==> config.mk <==
export PLATFORM = sky130hd
export DESIGN_NAME = img2col_window_ctrl
export DESIGN_NICKNAME = d
export VERILOG_FILES = /design/src/rtl/img2col_window_ctrl.sv
export SDC_FILE = /design/constraint.sdc
export NUM_CORES = 1
export LEC_CHECK = 0
export CORE_UTILIZATION = 45
export CTS_CLUSTER_SIZE = 14
export DETAILED_ROUTE_END_ITERATION = 8
export PLACE_DENSITY = 0.76
export SETUP_SLACK_MARGIN = 0.02
export SLEW_MARGIN = 25
export SYNTH_ARGS = -nofsm -noshare
export SYNTH_HDL_FRONTEND = slang
export SYNTH_SLANG_ARGS = --single-unit
==> constraint.sdc <==
create_clock -name clk -period 5.53 [get_ports clk]
set_clock_uncertainty 0.1 [all_clocks]
set_input_delay 0.553 -clock clk [delete_from_list [all_inputs] [get_ports clk]]
set_output_delay 0.553 -clock clk [all_outputs]
set_load 0.01 [all_outputs]
==> src/rtl/img2col_window_ctrl.sv <==
// -----------------------------------------------------------------------------
// img2col_window_ctrl
//
// Sequences one register file inside the img2col stage. Pixels arrive on a
// valid/ready stream and are written to consecutive register addresses. Once a
// window is full, the controller pulses a one-cycle snapshot read. It then
// presents the snapshot downstream with a valid/ready handshake. This repeats
// for the configured number of windows per job.
//
// Optional feature (macro IMG2COL_CTRL_ZEROPAD_EN):
//   When defined and the window length is shorter than REG_NUM, the addresses
//   len..REG_NUM-1 are written with zero before the snapshot.
//   When undefined, those addresses keep their stale contents.
//
// Ports
//   clk          clock, rising edge
//   nrst         asynchronous active-low reset
//   start        job start pulse, sampled in IDLE only
//   cfg_len      pixels per window (0 or >REG_NUM clamps to REG_NUM), latched
//   cfg_num_win  windows per job, latched at start
//   pix_valid    input pixel valid
//   pix_data     input pixel
//   pix_ready    controller accepts a pixel this cycle
//   rf_wr_ctrl   register-file write enable      (combinational)
//   rf_r_ctrl    register-file snapshot enable   (registered)
//   rf_adrs      register-file write address     (combinational)
//   rf_in        register-file write data        (combinational)
//   win_valid    register-file outputs hold a complete window (registered)
//   win_ready    downstream consumed the window
//   busy         controller not idle             (registered)
//   done         one-cycle pulse at job end      (registered)
//   win_count    windows presented in this job   (registered)
// -----------------------------------------------------------------------------
//
// state   | meaning
// --------+--------------------------------------------------------------
// IDLE    | waiting for start
// FILL    | accepting pixels into wr_ptr
// PAD     | writing zero to the unused tail (zero-pad build only)
// SNAP    | one-cycle snapshot read of the register file
// PRESENT | window offered downstream, waiting for win_ready
// DONE    | one-cycle done pulse, then back to IDLE

module img2col_window_ctrl #(
   parameter int DATA_W  = 16,
   parameter int REG_NUM = 25,
   parameter int ADDR_W  = 5,
   parameter int CNT_W   = 16
) (
   input  logic              clk,
   input  logic              nrst,
   input  logic              start,
   input  logic [ADDR_W:0]   cfg_len,
   input  logic [CNT_W-1:0]  cfg_num_win,
   input  logic              pix_valid,
   input  logic [DATA_W-1:0] pix_data,
   output logic              pix_ready,
   output logic              rf_wr_ctrl,
   output logic              rf_r_ctrl,
   output logic [ADDR_W-1:0] rf_adrs,
   output logic [DATA_W-1:0] rf_in,
   output logic              win_valid,
   input  logic              win_ready,
   output logic              busy,
   output logic              done,
   output logic [CNT_W-1:0]  win_count
);

   typedef enum logic [2:0] {
      S_IDLE    = 3'd0,
      S_FILL    = 3'd1,
      S_SNAP    = 3'd2,
      S_PRESENT = 3'd3,
      S_DONE    = 3'd4
`ifdef IMG2COL_CTRL_ZEROPAD_EN
      , S_PAD   = 3'd5
`endif
   } state_t;

   localparam logic [ADDR_W:0]   LEN_MAX   = (ADDR_W+1)'(REG_NUM);
   localparam logic [ADDR_W:0]   LEN_ONE   = (ADDR_W+1)'(1);
   localparam logic [ADDR_W-1:0] PTR_ONE   = ADDR_W'(1);
   localparam logic [CNT_W-1:0]  CNT_ONE   = CNT_W'(1);
`ifdef IMG2COL_CTRL_ZEROPAD_EN
   localparam logic [ADDR_W-1:0] LAST_ADDR = ADDR_W'(REG_NUM - 1);
`endif

   state_t            state, state_nxt;
   logic [ADDR_W-1:0] wr_ptr, wr_ptr_nxt;
   logic [ADDR_W:0]   len_q, len_nxt;
   logic [CNT_W-1:0]  num_q, num_nxt;
   logic [CNT_W-1:0]  win_count_nxt;
   logic [CNT_W-1:0]  win_count_inc;
   logic [ADDR_W:0]   len_clamp;
   logic              last_pix;

   assign len_clamp     = ((cfg_len == '0) || (cfg_len > LEN_MAX)) ? LEN_MAX : cfg_len;
   assign last_pix      = ({1'b0, wr_ptr} == (len_q - LEN_ONE));
   assign win_count_inc = win_count + CNT_ONE;

   always_comb begin
      state_nxt     = state;
      wr_ptr_nxt    = wr_ptr;
      len_nxt       = len_q;
      num_nxt       = num_q;
      win_count_nxt = win_count;
      pix_ready     = 1'b0;
      rf_wr_ctrl    = 1'b0;
      rf_adrs       = '0;
      rf_in         = '0;

      case (state)
         S_IDLE: begin
            if (start) begin
               len_nxt       = len_clamp;
               num_nxt       = cfg_num_win;
               win_count_nxt = '0;
               wr_ptr_nxt    = '0;
               state_nxt     = (cfg_num_win == '0) ? S_DONE : S_FILL;
            end
         end

         S_FILL: begin
            pix_ready  = 1'b1;
            rf_wr_ctrl = pix_valid;
            rf_adrs    = wr_ptr;
            rf_in      = pix_data;
            if (pix_valid) begin
               wr_ptr_nxt = wr_ptr + PTR_ONE;
               if (last_pix) begin
`ifdef IMG2COL_CTRL_ZEROPAD_EN
                  state_nxt = (len_q < LEN_MAX) ? S_PAD : S_SNAP;
`else
                  state_nxt = S_SNAP;
`endif
               end
            end
         end

`ifdef IMG2COL_CTRL_ZEROPAD_EN
         // wr_ptr already points at len after the last pixel, so the tail
         // starts there and ends at the top register.
         S_PAD: begin
            rf_wr_ctrl = 1'b1;
            rf_adrs    = wr_ptr;
            wr_ptr_nxt = wr_ptr + PTR_ONE;
            if (wr_ptr == LAST_ADDR) begin
               state_nxt = S_SNAP;
            end
         end
`endif

         S_SNAP: begin
            state_nxt = S_PRESENT;
         end

         S_PRESENT: begin
            if (win_ready) begin
               win_count_nxt = win_count_inc;
               if (win_count_inc == num_q) begin
                  state_nxt = S_DONE;
               end else begin
                  state_nxt  = S_FILL;
                  wr_ptr_nxt = '0;
               end
            end
         end

         S_DONE: begin
            state_nxt = S_IDLE;
         end

         default: begin
            state_nxt = S_IDLE;
         end
      endcase
   end

   // The registered outputs are decoded from the next state. This keeps
   // them cycle-aligned with the state they describe without adding
   // combinational paths to the outputs.
   always_ff @(posedge clk or negedge nrst) begin
      if (!nrst) begin
         state     <= S_IDLE;
         wr_ptr    <= '0;
         len_q     <= '0;
         num_q     <= '0;
         win_count <= '0;
         win_valid <= 1'b0;
         rf_r_ctrl <= 1'b0;
         done      <= 1'b0;
         busy      <= 1'b0;
      end else begin
         state     <= state_nxt;
         wr_ptr    <= wr_ptr_nxt;
         len_q     <= len_nxt;
         num_q     <= num_nxt;
         win_count <= win_count_nxt;
         win_valid <= (state_nxt == S_PRESENT);
         rf_r_ctrl <= (state_nxt == S_SNAP);
         done      <= (state_nxt == S_DONE);
         busy      <= (state_nxt != S_IDLE);
      end
   end

endmodule

Word level (Yosys, flattened, before mapping):

Cells that the tools add are included.

* $add $sub $neg: 3
* order comparisons: 1
* equality and inequality tests: 12
* mux-type cells: 20
* reductions and logical operators: 10

Operators by type and width (count)
* 16-bit 2-to-1 mux: 3
* 16-bit one-hot mux with 2 select lines: 1
* 5-bit 2-to-1 mux: 5
* 3-bit 2-to-1 mux: 6
* 16-bit by 1-bit adder with 16-bit output, second input constant: 1
* 16-bit equality test: 1
* 16-bit logical NOT: 1
* 5-bit one-hot mux with 3 select lines: 1
* 3-bit by 2-bit equality test with 1-bit output, second input constant: 4
* 3-bit one-hot mux with 4 select lines: 1
* 2-bit != test, second input constant: 4
* 5-bit by 6-bit equality test with 1-bit output: 1
* 6-bit by 5-bit > comparator with 1-bit output, second input constant: 1
* 6-bit logical NOT: 1
* 6-bit 2-to-1 mux: 1
* 3-bit nonzero test: 2
* 6-bit by 1-bit subtractor with 6-bit output, second input constant: 1
* 5-bit by 1-bit adder with 5-bit output, second input constant: 1
* 5-bit AND reduction: 1
* 3-bit by 1-bit equality test with 1-bit output, second input constant: 1
* 3-bit equality test, second input constant: 1
* 3-bit logical NOT: 1
* 3-bit AND reduction: 1
* 1-bit 2-to-1 mux: 2
* 3 further kinds: 3

* flip-flop bits (word level): 50
* bits of input ports: 43
* output and inout port bits: 43
* word-level logic and storage cells: 55

Depth between registers and ports, before layout:

Gate-level depths: netlist of the first run.

* depth in word-level cells: 6
* mapped depth: 8
* mapped depth without buffers: 8

Least setup slack after synthesis of the first run:

No wires, ideal clock.

* path kind: register -> register
* start: reg win_count[0]
* end: reg wr_ptr[3]
* setup time: 0.066 ns
* data arrival time: 2.178 ns
* data required time: 5.364 ns
* path slack: 3.186 ns
* stages on the path, launching flop included: 9
* buffers on the path: 0
* clock period less this slack: 2.344 ns
* path through: dfrtp_1 > ha_1 > nand3_2 > nor4_4 > xnor2_1 > a2111oi_1 > nand4_1 > nor2_2 > o31a_1

* longest elaborated chain between the ends: 4

Ends and longest elaborated chain
* from (decl): RTL line 66 `output logic [CNT_W-1:0] win_count`
* from (signal assigned): RTL line 198 `win_count <= win_count_nxt;`
* 16-bit by 1-bit adder with 16-bit output: RTL line 99 `assign win_count_inc = win_count + CNT_ONE;`
* 16-bit equality test: RTL line 160 `if (win_count_inc == num_q) begin`
* 2-bit != test (no source line)
* 5-bit AND reduction (no source line)
* to (signal assigned): RTL line 195 `wr_ptr <= wr_ptr_nxt;`
* to (decl): RTL line 89 `logic [ADDR_W-1:0] wr_ptr, wr_ptr_nxt;`

Every way passes these cells.
A chain may end at the register's enable or synchronous reset.

Worst setup path after layout of the first run:

* start: reg state[2]
* end: out pix_ready

* longest elaborated chain between the ends: 2

Ends and longest elaborated chain
* from (decl): RTL line 88 `state_t state, state_nxt;`
* from (signal assigned): RTL line 194 `state <= state_nxt;`
* 3-bit by 1-bit equality test with 1-bit output: RTL line 112 `case (state)`
* 1-bit 2-to-1 mux: RTL line 112
* to (decl): RTL line 57 `output logic pix_ready,`

Every way passes these cells.

==> results of run 1 <==
==> cell usage in the layout (no fill, tap or decap), drive strengths merged, types with 2 or more instances in the layout <==
| master | Yosys | routed |
|---|---|---|
| nor4b | 3 | 3 |
| o31ai | 6 | 6 |
| nor4 | 9 | 9 |
| ha | 3 | 3 |
| nor3b | 3 | 3 |
| or2 | 2 | 2 |
| nor3 | 5 | 5 |
| dfrtp | 50 | 50 |
| buf | 4 | 2 |
| o21ai | 30 | 30 |
| mux2 | 2 | 2 |
| xnor2 | 20 | 20 |
| nand4 | 8 | 8 |
| o22a | 2 | 2 |
| a31oi | 3 | 3 |
| inv | 8 | 9 |
| nand2b | 3 | 3 |
| and2 | 4 | 4 |
| nor2 | 20 | 20 |
| nand3 | 8 | 8 |
| xor2 | 7 | 7 |
| nand2 | 78 | 78 |
| a21o | 7 | 7 |
| o211ai | 2 | 2 |
| and3 | 27 | 27 |
| clkbuf | 15 | 6 |
| o2111ai | 2 | 2 |
| a21oi | 8 | 8 |
| o22ai | 5 | 5 |
| a2111oi | 2 | 2 |
| clkdlybuf4s50 | 0 | 84 |
| nor2b | 6 | 6 |
| or4 | 2 | 2 |
==> sequential cells by signal (all words and copies together), names as in the netlist <==
name and cells:
done 1, state 3, len_q 6, num_q 16, rf_r_ctrl 1, busy 1, win_count 16, wr_ptr 5
win_valid 1
==> layout make-up <==
| class | count | area (um^2) |
|---|---|---|
| fillers | 580 | 2440 |
| multi-input cells | 285 | 1680 |
| flip-flops and latches | 50 | 1250 |
| repair buffers | 86 | 856 |
| well taps | 77 | 96.3 |
| clock buffers | 6 | 82.6 |
| inverters | 8 | 30.0 |
| clock inverters | 2 | 16.3 |
==> power by group through the flow <==
stage	combinational (mW)	clock (mW)	sequential, mW
floorplan	0.483	0	0.552
global placement	0.753	0	0.593
detailed placement	0.763	0	0.599
CTS	0.767	0.238	0.591
global route	0.844	0.253	0.608
finish	0.764	0.231	0.594
==> worst max-delay path, stage by stage, from the launching register on <==
cell and delay (ns):
dfrtp_1 0.47, nor2_2 0.53, nand2_1 0.25, inv_1 0.17, clkdlybuf4s50_1 0.55
==> per-layer routing <==
layer	wire length [um]	global-route usage [%]
met5	0	0
met4	73	7.52
met3	350	4.33
met2	3540	34.5
met1	3620	32.3
==> per-stage QoR <==
| step | std cells | cell area (um^2) | worst slack [ns] |
|---|---|---|---|
| after floorplan | 362 | 3050 | 3.19 |
| final | 514 | 4020 | 2.59 |
| after global placement | 506 | 3910 | 2.71 |
| after global routing | 514 | 4020 | 2.46 |
| after detailed placement | 506 | 3910 | 2.68 |
| after CTS | 514 | 4010 | 2.32 |
==> final timing paths <==
kind | to | depth (start not counted) | slack (ns)
max reg2reg | wr_ptr[3]$_DFFE_PN0P_ | 7 | 2.84
max in group asynchronous | wr_ptr[1]$_DFFE_PN0P_ | 1 | 4.77
min in group clk | num_q[13]$_DFFE_PN0P_ | 2 | 0.41
min | win_count[7]$_DFFE_PN0P_ | 1 | 0.14
max | pix_ready | 4 | 2.59
min reg2reg | num_q[13]$_DFFE_PN0P_ | 2 | 0.41
==> kinds of logic after synthesis <==
family                     after synthesis
and+or+nand+nor                        180
muxes                                    3
adders and majority gates                3
xor gates and xnor gates                27
buffers and inverters                   27
AOI/OAI and AO/OA                       72
DFF                                     50
==> qor.csv, run 1 <==
metric;value;unit
syn avg cell area;8.42;um^2
CTS H-tree lvls;2;
Slew headroom;51.3;%
Total Routing Usage GR;22.6;%
remaining global-route overflow;0;
failing checks;design-rule violations;
die span in x;84.3;um
initial drt markers;187;
PD cells;396;mW/mm^2
Comb power frac;48.1;%
worst skew pair latency;0.31;ns
#FFs+latches synth;50;
largest net degree at the start of global routing;51;
Core Area;0.00646;mm^2
top-area cell type share of the netlist area;41.1;%
drt drc;7;
most common cell in the netlist;nand2_1;
RSZ-0062 raised after global routing;no;
worst slew pin tran;0.730;ns
antenna-violating nets left;0;
drt total wl;7.58;mm
Post-CTS Setup Inserts;0;
EDFF count, synth;0;
Synth Area in Compound Gates;14.7;%
Starting Density;47.2;%
synthesized instance count;362;
WP data required;4.88;ns
final hold slack;0.141;ns
final core occ;62.2;%
hpwl dp;5.65;mm
Final Power;1.59;mW
top cells by count, synth;nand2_1 (78), dfrtp_1 (50), o21ai_0 (30);
CTS Buf Count;5;
final count of negative-setup-slack endpoints;0;
layout cells sized above 1;5.26;%
Clock Tree Buf Depth;2;
Synth area leader;dfrtp_1;
vias in the first global route;2646;
CP startpoint;state[2]$_DFF_PN0_;
CP Launch Type;register;
DR vias;2859;
Ports;86;
Max Slew Vio Count;0;
IO Port Bufs;85;
P&R area growth vs syn;31.8;%
post_cts resized;0;
cell-internal power;0.973;mW
Async S/R FF share, synth;100;%
setup TNS;0;ns
die height;84.3;um
antenna fix cells;0;
Fin. Hold Viols;0;
TritonRoute pass-1 iters;6;
clock share of power;14.5;%
Lkg Pwr;1.73;nW
Post-CTS Hold Fix Bufs;0;
post-synthesis sequential area ratio;41.1;%
Net Sw Frac;38.8;%
dominant synthesized flop cell;dfrtp_1;
xor/xnor share of the synthesized area;7.76;%
sequential power share;37.4;%
worst-case vdd ir drop;0.000216;V
die area;0.00710;mm^2
simple-gate area share of the yosys netlist;30.4;%
mux share of post-synthesis cell area;1.07;%
NetSw;0.616;mW
Mapped Nets;408;
outcome;complete, but fails checks;
Hold Crit Class;in -> async;
CTS tree;yes;
Crit. End Element;output port;
fmax;0.340;GHz
routed vias/inst;5.56;
clock sinks;50;
Avg WL per Cell;14.8;um
MaxCap Viol Count;0;
clock root cell;clkbuf_8;
adder-cell area share of the yosys netlist;1.23;%
Site Rows;29;
Unique masters post-synth;50;
first-pass GRT wire length;12.8;mm
main area contributors after synthesis;dfrtp_1 (41%), nand2_1 (9.6%), xnor2_1 (5.7%), and3_1 (5.5%), o21ai_0 (4.9%);
Max FO, Critical Path;23;
mapped cell area;0.00305;mm^2
initial antenna violation count;0;
Arr. time, crit path;2.29;ns
largest family of logic cells by synthesized area;simple AND/OR/NAND/NOR gates;
reg-to-reg startpoint;win_count[3]$_DFFE_PN0P_;
nets@finish;482;
Period minus WS final;2.94;ns
CP Class;reg -> out;
clock transition at the registers of the reported paths;0.09;ns
yosys warns;0;
crit share post-route;53.2;%
RD Place Congestion;0.861;
Note: power is estimated with default switching activity, not from simulation.
==> inputs of run 2 (changes only) <==
CORE_UTILIZATION = 44   (was 45)
PLACE_DENSITY = 0.77   (was 0.76)
clock period = 2.39 ns   (was 5.53 ns; I/O delays follow)
==> run 2 against run 1 <==
  * The run now ends clean
  * First-iteration DRC count rose by 16%
  * Sequential power rose by 130%
  * Clock-buffer cell count fell by 1
  * Hold slack improved by 0.24 ns
  * Wire length rose by 9.3%
  * Design area rose by 6.0%
  * Sequential share of layout area fell by 1.5 points
  * Register-to-register slack got worse by 2.7 ns
  * Largest cell class unchanged
  * Critical endpoint is now wr_ptr[3]$_DFFE_PN0P_
  * Sequential cell count did not move
  * Via count rose by 4.8%
==> qor.csv, run 2 (synthesized netlist as in run 1, its figures left out) <==
metric;value;unit;change
largest registers;num_q x16, win_count x16, len_q x6;;unchanged
final hold slack;0.380;ns;was 0.141 ns
worst slew pin tran;0.629;ns;was 0.730 ns
antenna-violating nets left;0;;unchanged
P&R area growth vs syn;39.8;%;was 31.8%
die area;0.00726;mm^2;was 0.00710 mm^2
die height;85.2;um;was 84.3 um
worst skew pair latency;0.30;ns;was 0.31 ns
Ports;86;;unchanged
Arr. time, crit path;2.40;ns;was 2.29 ns
clock transition at the registers of the reported paths;0.08;ns;was 0.09 ns
CTS H-tree lvls;2;;unchanged
vias in the first global route;2809;;was 2646
highest-count cells in the layout ignoring fill and taps;clkdlybuf4s50_1 (84), nand2_1 (78), dfrtp_1 (39);;was clkdlybuf4s50_1 (84), nand2_1 (78), dfrtp_1 (50)
worst-case vdd ir drop;0.000487;V;was 0.000216 V
crit share post-route;94.6;%;
nets@finish;509;;was 482
worst setup margin;0.128;ns;was 2.59 ns
Avg WL per Cell;15.4;um;was 14.8 um
PD cells;875;mW/mm^2;was 396 mW/mm^2
Site Rows;29;;unchanged
Period minus WS final;2.26;ns;
Post-Place Worst Slack;-0.129;ns;was 2.68 ns
Crit. End Element;register;;was output port
hpwl dp;6.43;mm;was 5.65 mm
TritonRoute pass-1 iters;4;;was 6
CTS Buf Count;5;;unchanged
drt total wl;8.29;mm;was 7.58 mm
CP Class;reg -> reg;;was reg -> out
clock root cell;clkbuf_8;;unchanged
clock sinks;50;;unchanged
Lkg Pwr;1.85;nW;was 1.73 nW
Max FO, Critical Path;5;;was 23
outcome;finished, final reports clean;;was complete, but fails checks
die span in x;85.2;um;was 84.3 um
drt drc;0;;was 7
Slew headroom;58.1;%;was 51.3%
initial antenna violation count;0;;unchanged
routed vias/inst;5.55;;was 5.56
Fillers;561;;was 580
Max Slew Vio Count;0;;unchanged
Hold Crit Class;in -> async;;unchanged
DR vias;2997;;was 2859
fmax;0.442;GHz;
most common cell after layout, fill and taps aside;clkdlybuf4s50_1;;unchanged
CTS tree;yes;;unchanged
initial drt markers;216;;was 187
first-pass GRT wire length;13.8;mm;was 12.8 mm
Clock Tree Buf Depth;2;;unchanged
largest net degree at the start of global routing;33;;was 51
layout cells sized above 1;13.4;%;was 5.26%
antenna fix cells;0;;unchanged
final count of negative-setup-slack endpoints;0;;unchanged
remaining global-route overflow;0;;unchanged
Total Routing Usage GR;24.1;%;was 22.6%
WP data required;2.53;ns;was 4.88 ns
CP Launch Type;register;;unchanged
RD Place Congestion;0.875;;was 0.861
MaxCap Viol Count;0;;unchanged
RSZ-0062 raised after global routing;yes;;was no
Fin. Hold Viols;0;;unchanged
Starting Density;46.6;%;was 47.2%
Core Area;0.00653;mm^2;was 0.00646 mm^2
IO Port Bufs;85;;unchanged
[run 2: cell types whose count changed in the layout (fill, tap and decap cells not counted), moves of 2 or more]
cell	previous run	this run
buf_4	2	26
dfrtp_1	50	39
clkinv_2	0	2
and3_1	27	25
nor2_2	2	0
dfrtp_2	0	11
[run 2: stage by stage]
stage	std cells	area [um^2]	setup TNS (ns)	util (%)	total power, mW
after floorplan	362	3050	0	-	2.40
after global placement	528	4090	0	62.6	3.16
after detailed placement	528	4090	-0.545	62.6	3.23
after CTS	537	4190	0	64.2	3.71
after global routing	540	4260	0	65.2	4.00
final	540	4260	0	65.2	3.73
[run 2: critical path: stages (launching register included)]
cell and delay [ns]:
dfrtp_2 0.43, and3_4 0.21, nand3_2 0.07, or4_1 0.43, a2111oi_2 0.38, nand4_1 0.12
buf_4 0.18, nor2_4 0.13, o31a_1 0.16
[run 2: report_power, final]
part	leakage [nW]	switching, mW	total [mW]	internal, mW
Clock	0.0438	0.261	0.458	0.197
Combinational	1.18	0.870	1.89	1.02
Sequential	0.626	0.304	1.38	1.08
Total	1.85	1.44	3.73	2.29
[run 2: area by class of cell]
class,count,area (um^2),area share [%]
clock buffers,5,68.8,1.62
clock inverters,2,10.0,0.235
inverters,8,30.0,0.705
multi-input cells,285,1720,40.3
flip-flops and latches,50,1260,29.7
well taps,77,96.3,2.26
repair buffers,113,1070,25.2
[run 2: path summary, 6_finish.rpt]
kind | start | end | slack (ns) | cells past startpoint
worst max-delay path | win_count[0]$_DFFE_PN0P_ | wr_ptr[3]$_DFFE_PN0P_ | 0.13 | 8
worst min-delay path | nrst | len_q[0]$_DFFE_PN0P_ | 0.38 | 2
worst max register to register | win_count[0]$_DFFE_PN0P_ | wr_ptr[3]$_DFFE_PN0P_ | 0.13 | 8
worst min register to register | num_q[9]$_DFFE_PN0P_ | num_q[9]$_DFFE_PN0P_ | 0.43 | 2
max in group asynchronous | nrst | win_count[0]$_DFFE_PN0P_ | 1.24 | 3
min in group clk | cfg_num_win[14] | num_q[14]$_DFFE_PN0P_ | 0.40 | 3
[run 2: timing repair]
item / CTS / global route
hold buffers: 1 / 0
resized for setup: 3 / 15
hold endpoints to repair: 27 / 0
pin swaps: 1 / 2
setup buffers: 1 / 3
endpoints found under the setup margin: 7 / 9
[run 2: per-layer routing]
layer  vias to the layer above  track usage (%)  wire length, um
li1                       1477                -                -
met2                        79             39.6             4060
met3                         8             3.89              427
met4                         0             6.63               94
met1                      1433             33.2             3710
met5                         -                0                0
==> inputs of run 3 (changes only) <==
--- a/constraint.sdc
+++ b/constraint.sdc
@@ -3,3 +3,3 @@
 set_input_delay 0.239 -clock clk [delete_from_list [all_inputs] [get_ports clk]]
 set_output_delay 0.239 -clock clk [all_outputs]
-set_load 0.01 [all_outputs]
+set_load 0.005 [all_outputs]
==> run 3 against run 2 <==
  * Worst setup slack worse by 0.067 ns
  * Clock-buffer cell count unchanged
  * Sequential share of layout area fell by 0.24 points
  * Critical endpoint unchanged
  * Largest power group unchanged
  * Total power down 0.65%
  * Critical path type unchanged
==> qor.csv, run 3 (synthesized netlist as in run 1, its figures left out) <==
metric;value;unit;change
outcome;finished, final reports clean;;unchanged
Lkg Pwr;1.86;nW;was 1.85 nW
Total Routing Usage GR;24.4;%;was 24.1%
most common cell after layout, fill and taps aside;clkdlybuf4s50_1;;unchanged
worst-case vdd ir drop;0.000436;V;was 0.000487 V
die span in x;85.2;um;unchanged
Slew headroom;57.0;%;was 58.1%
antenna-violating nets left;0;;unchanged
RSZ-0062 raised after global routing;yes;;unchanged
Period minus WS final;2.33;ns;was 2.26 ns
final hold slack;0.370;ns;was 0.380 ns
antenna fix cells;0;;unchanged
P&R area growth vs syn;40.5;%;was 39.8%
RD Place Congestion;0.883;;was 0.875
Site Rows;29;;unchanged
crit share post-route;97.4;%;was 94.6%
final count of negative-setup-slack endpoints;0;;unchanged
Clock Tree Buf Depth;2;;unchanged
WP data required;2.50;ns;was 2.53 ns
Max FO, Critical Path;9;;was 5
largest net degree at the start of global routing;33;;unchanged
hpwl dp;6.41;mm;was 6.43 mm
CTS H-tree lvls;2;;unchanged
Final Power;3.70;mW;was 3.73 mW
Hold Crit Class;in -> async;;unchanged
fmax;0.429;GHz;was 0.442 GHz
FF/Latch Area;0.00126;mm^2;about the same
highest-count cells in the layout ignoring fill and taps;clkdlybuf4s50_1 (84), nand2_1 (78), dfrtp_1 (42);;was clkdlybuf4s50_1 (84), nand2_1 (78), dfrtp_1 (39)
Fillers;580;;was 561
drt drc;0;;unchanged
Ports;86;;unchanged
multi-input logic area;0.00174;mm^2;was 0.00172 mm^2
drt total wl;8.51;mm;was 8.29 mm
setup TNS;0;ns;unchanged
PD cells;865;mW/mm^2;was 875 mW/mm^2
layout cells sized above 1;13.4;%;unchanged
IO Port Bufs;85;;unchanged
initial drt markers;305;;was 216
CTS tree;yes;;unchanged
Fin. Hold Viols;0;;unchanged
CP startpoint;win_count[4]$_DFFE_PN0P_;;was win_count[0]$_DFFE_PN0P_
Critical Path, Cell by Cell;nand3_1 -> a2111oi_1 -> a2bb2oi_1 -> a2111oi_4 -> nand4_1 -> buf_4 -> nor2_4 -> o31a_1;;was and3_4 -> nand3_2 -> or4_1 -> a2111oi_2 -> nand4_1 -> buf_4 -> nor2_4 -> o31a_1
Avg WL per Cell;15.8;um;was 15.4 um
Max Slew Vio Count;0;;unchanged
worst slew pin tran;0.646;ns;was 0.629 ns
CP Class;reg -> reg;;unchanged
initial antenna violation count;0;;unchanged
die area;0.00726;mm^2;unchanged
Starting Density;46.6;%;unchanged
nets@finish;508;;was 509
TritonRoute pass-1 iters;5;;was 4
remaining global-route overflow;0;;unchanged
die height;85.2;um;unchanged
reg-to-reg startpoint;win_count[4]$_DFFE_PN0P_;;was win_count[0]$_DFFE_PN0P_
DR vias;3076;;was 2997
Critical-path top delay cell;dfrtp_2;;unchanged
Core Area;0.00653;mm^2;unchanged
final core occ;65.5;%;was 65.2%
clock sinks;50;;unchanged
CTS Buf Count;5;;unchanged
worst skew pair latency;0.31;ns;was 0.30 ns
R2R cell count;8;;unchanged
clock root cell;clkbuf_8;;unchanged
max incr delay on CP;0.49;ns;was 0.43 ns
largest registers;num_q x16, win_count x16, len_q x6;;unchanged
CP Launch Type;register;;unchanged
MaxCap Viol Count;0;;unchanged
routed vias/inst;5.70;;was 5.55
Arr. time, crit path;2.44;ns;was 2.40 ns
vias in the first global route;2884;;was 2809
Crit. End Element;register;;unchanged
first-pass GRT wire length;13.9;mm;was 13.8 mm
clock transition at the registers of the reported paths;0.10;ns;was 0.08 ns
-- run 3: cell count changes in the layout (fill, tap and decap cells not counted), moves of 2 or more --
cell and change:
buf_4 -2, and3_1 +2, dfrtp_2 -3, dfrtp_1 +3
-- run 3: critical path, delay by kind of cell, from the launching register on --
kind                   cells  cell delay, ns
AOI/OAI and AO/OA          4            1.09
DFF                        1            0.49
and+or+nand+nor            3            0.40
buffers and inverters      1            0.14
-- run 3: through the flow --
step | cell area [um^2] | std cells | setup slack (ns)
final | 4280 | 540 | 0.0616
after global routing | 4280 | 540 | 0.0172
after CTS | 4210 | 538 | 0.0387
after detailed placement | 4090 | 528 | -0.128
after global placement | 4090 | 528 | 0.0264
after floorplan | 3050 | 362 | 0.0886
-- run 3: what timing repair did --
action,in CTS,in global routing
hold endpoints to repair,27,0
pin swaps,1,2
gates resized for setup,4,17
buffers inserted,1,2
hold buffers,1,0
setup endpoints to repair,9,10
-- run 3: area by class of cell --
type / instances / share of cell area, %
tap: 77 / 2.25
clock inverter: 3 / 0.497
multi-input combinational: 285 / 40.5
inverter: 8 / 0.702
sequential: 50 / 29.5
timing repair buffer: 112 / 24.9
clock buffer: 5 / 1.61
-- run 3: layer usage --
layer	vias up	track usage [%]	share of wire, %
met1	1475	34.3	44
li1	1471	-	-
met5	-	0	0
met3	21	3.60	5.3
met4	0	8.01	1.8
met2	109	38.6	49
-- run 3: path summary, 6_finish.rpt --
check / end / slack [ns]
min reg2reg: num_q[13]$_DFFE_PN0P_ / 0.43
min: len_q[0]$_DFFE_PN0P_ / 0.37
max reg2reg: wr_ptr[3]$_DFFE_PN0P_ / 0.06
min in group clk: num_q[9]$_DFFE_PN0P_ / 0.38
max in group asynchronous: win_count[6]$_DFFE_PN0P_ / 1.24
max: wr_ptr[3]$_DFFE_PN0P_ / 0.06
-- run 3: power by group --
group / internal, mW / switching, mW
Clock: 0.206 / 0.303
Combinational: 1.00 / 0.813
Sequential: 1.07 / 0.306
Total: 2.28 / 1.42
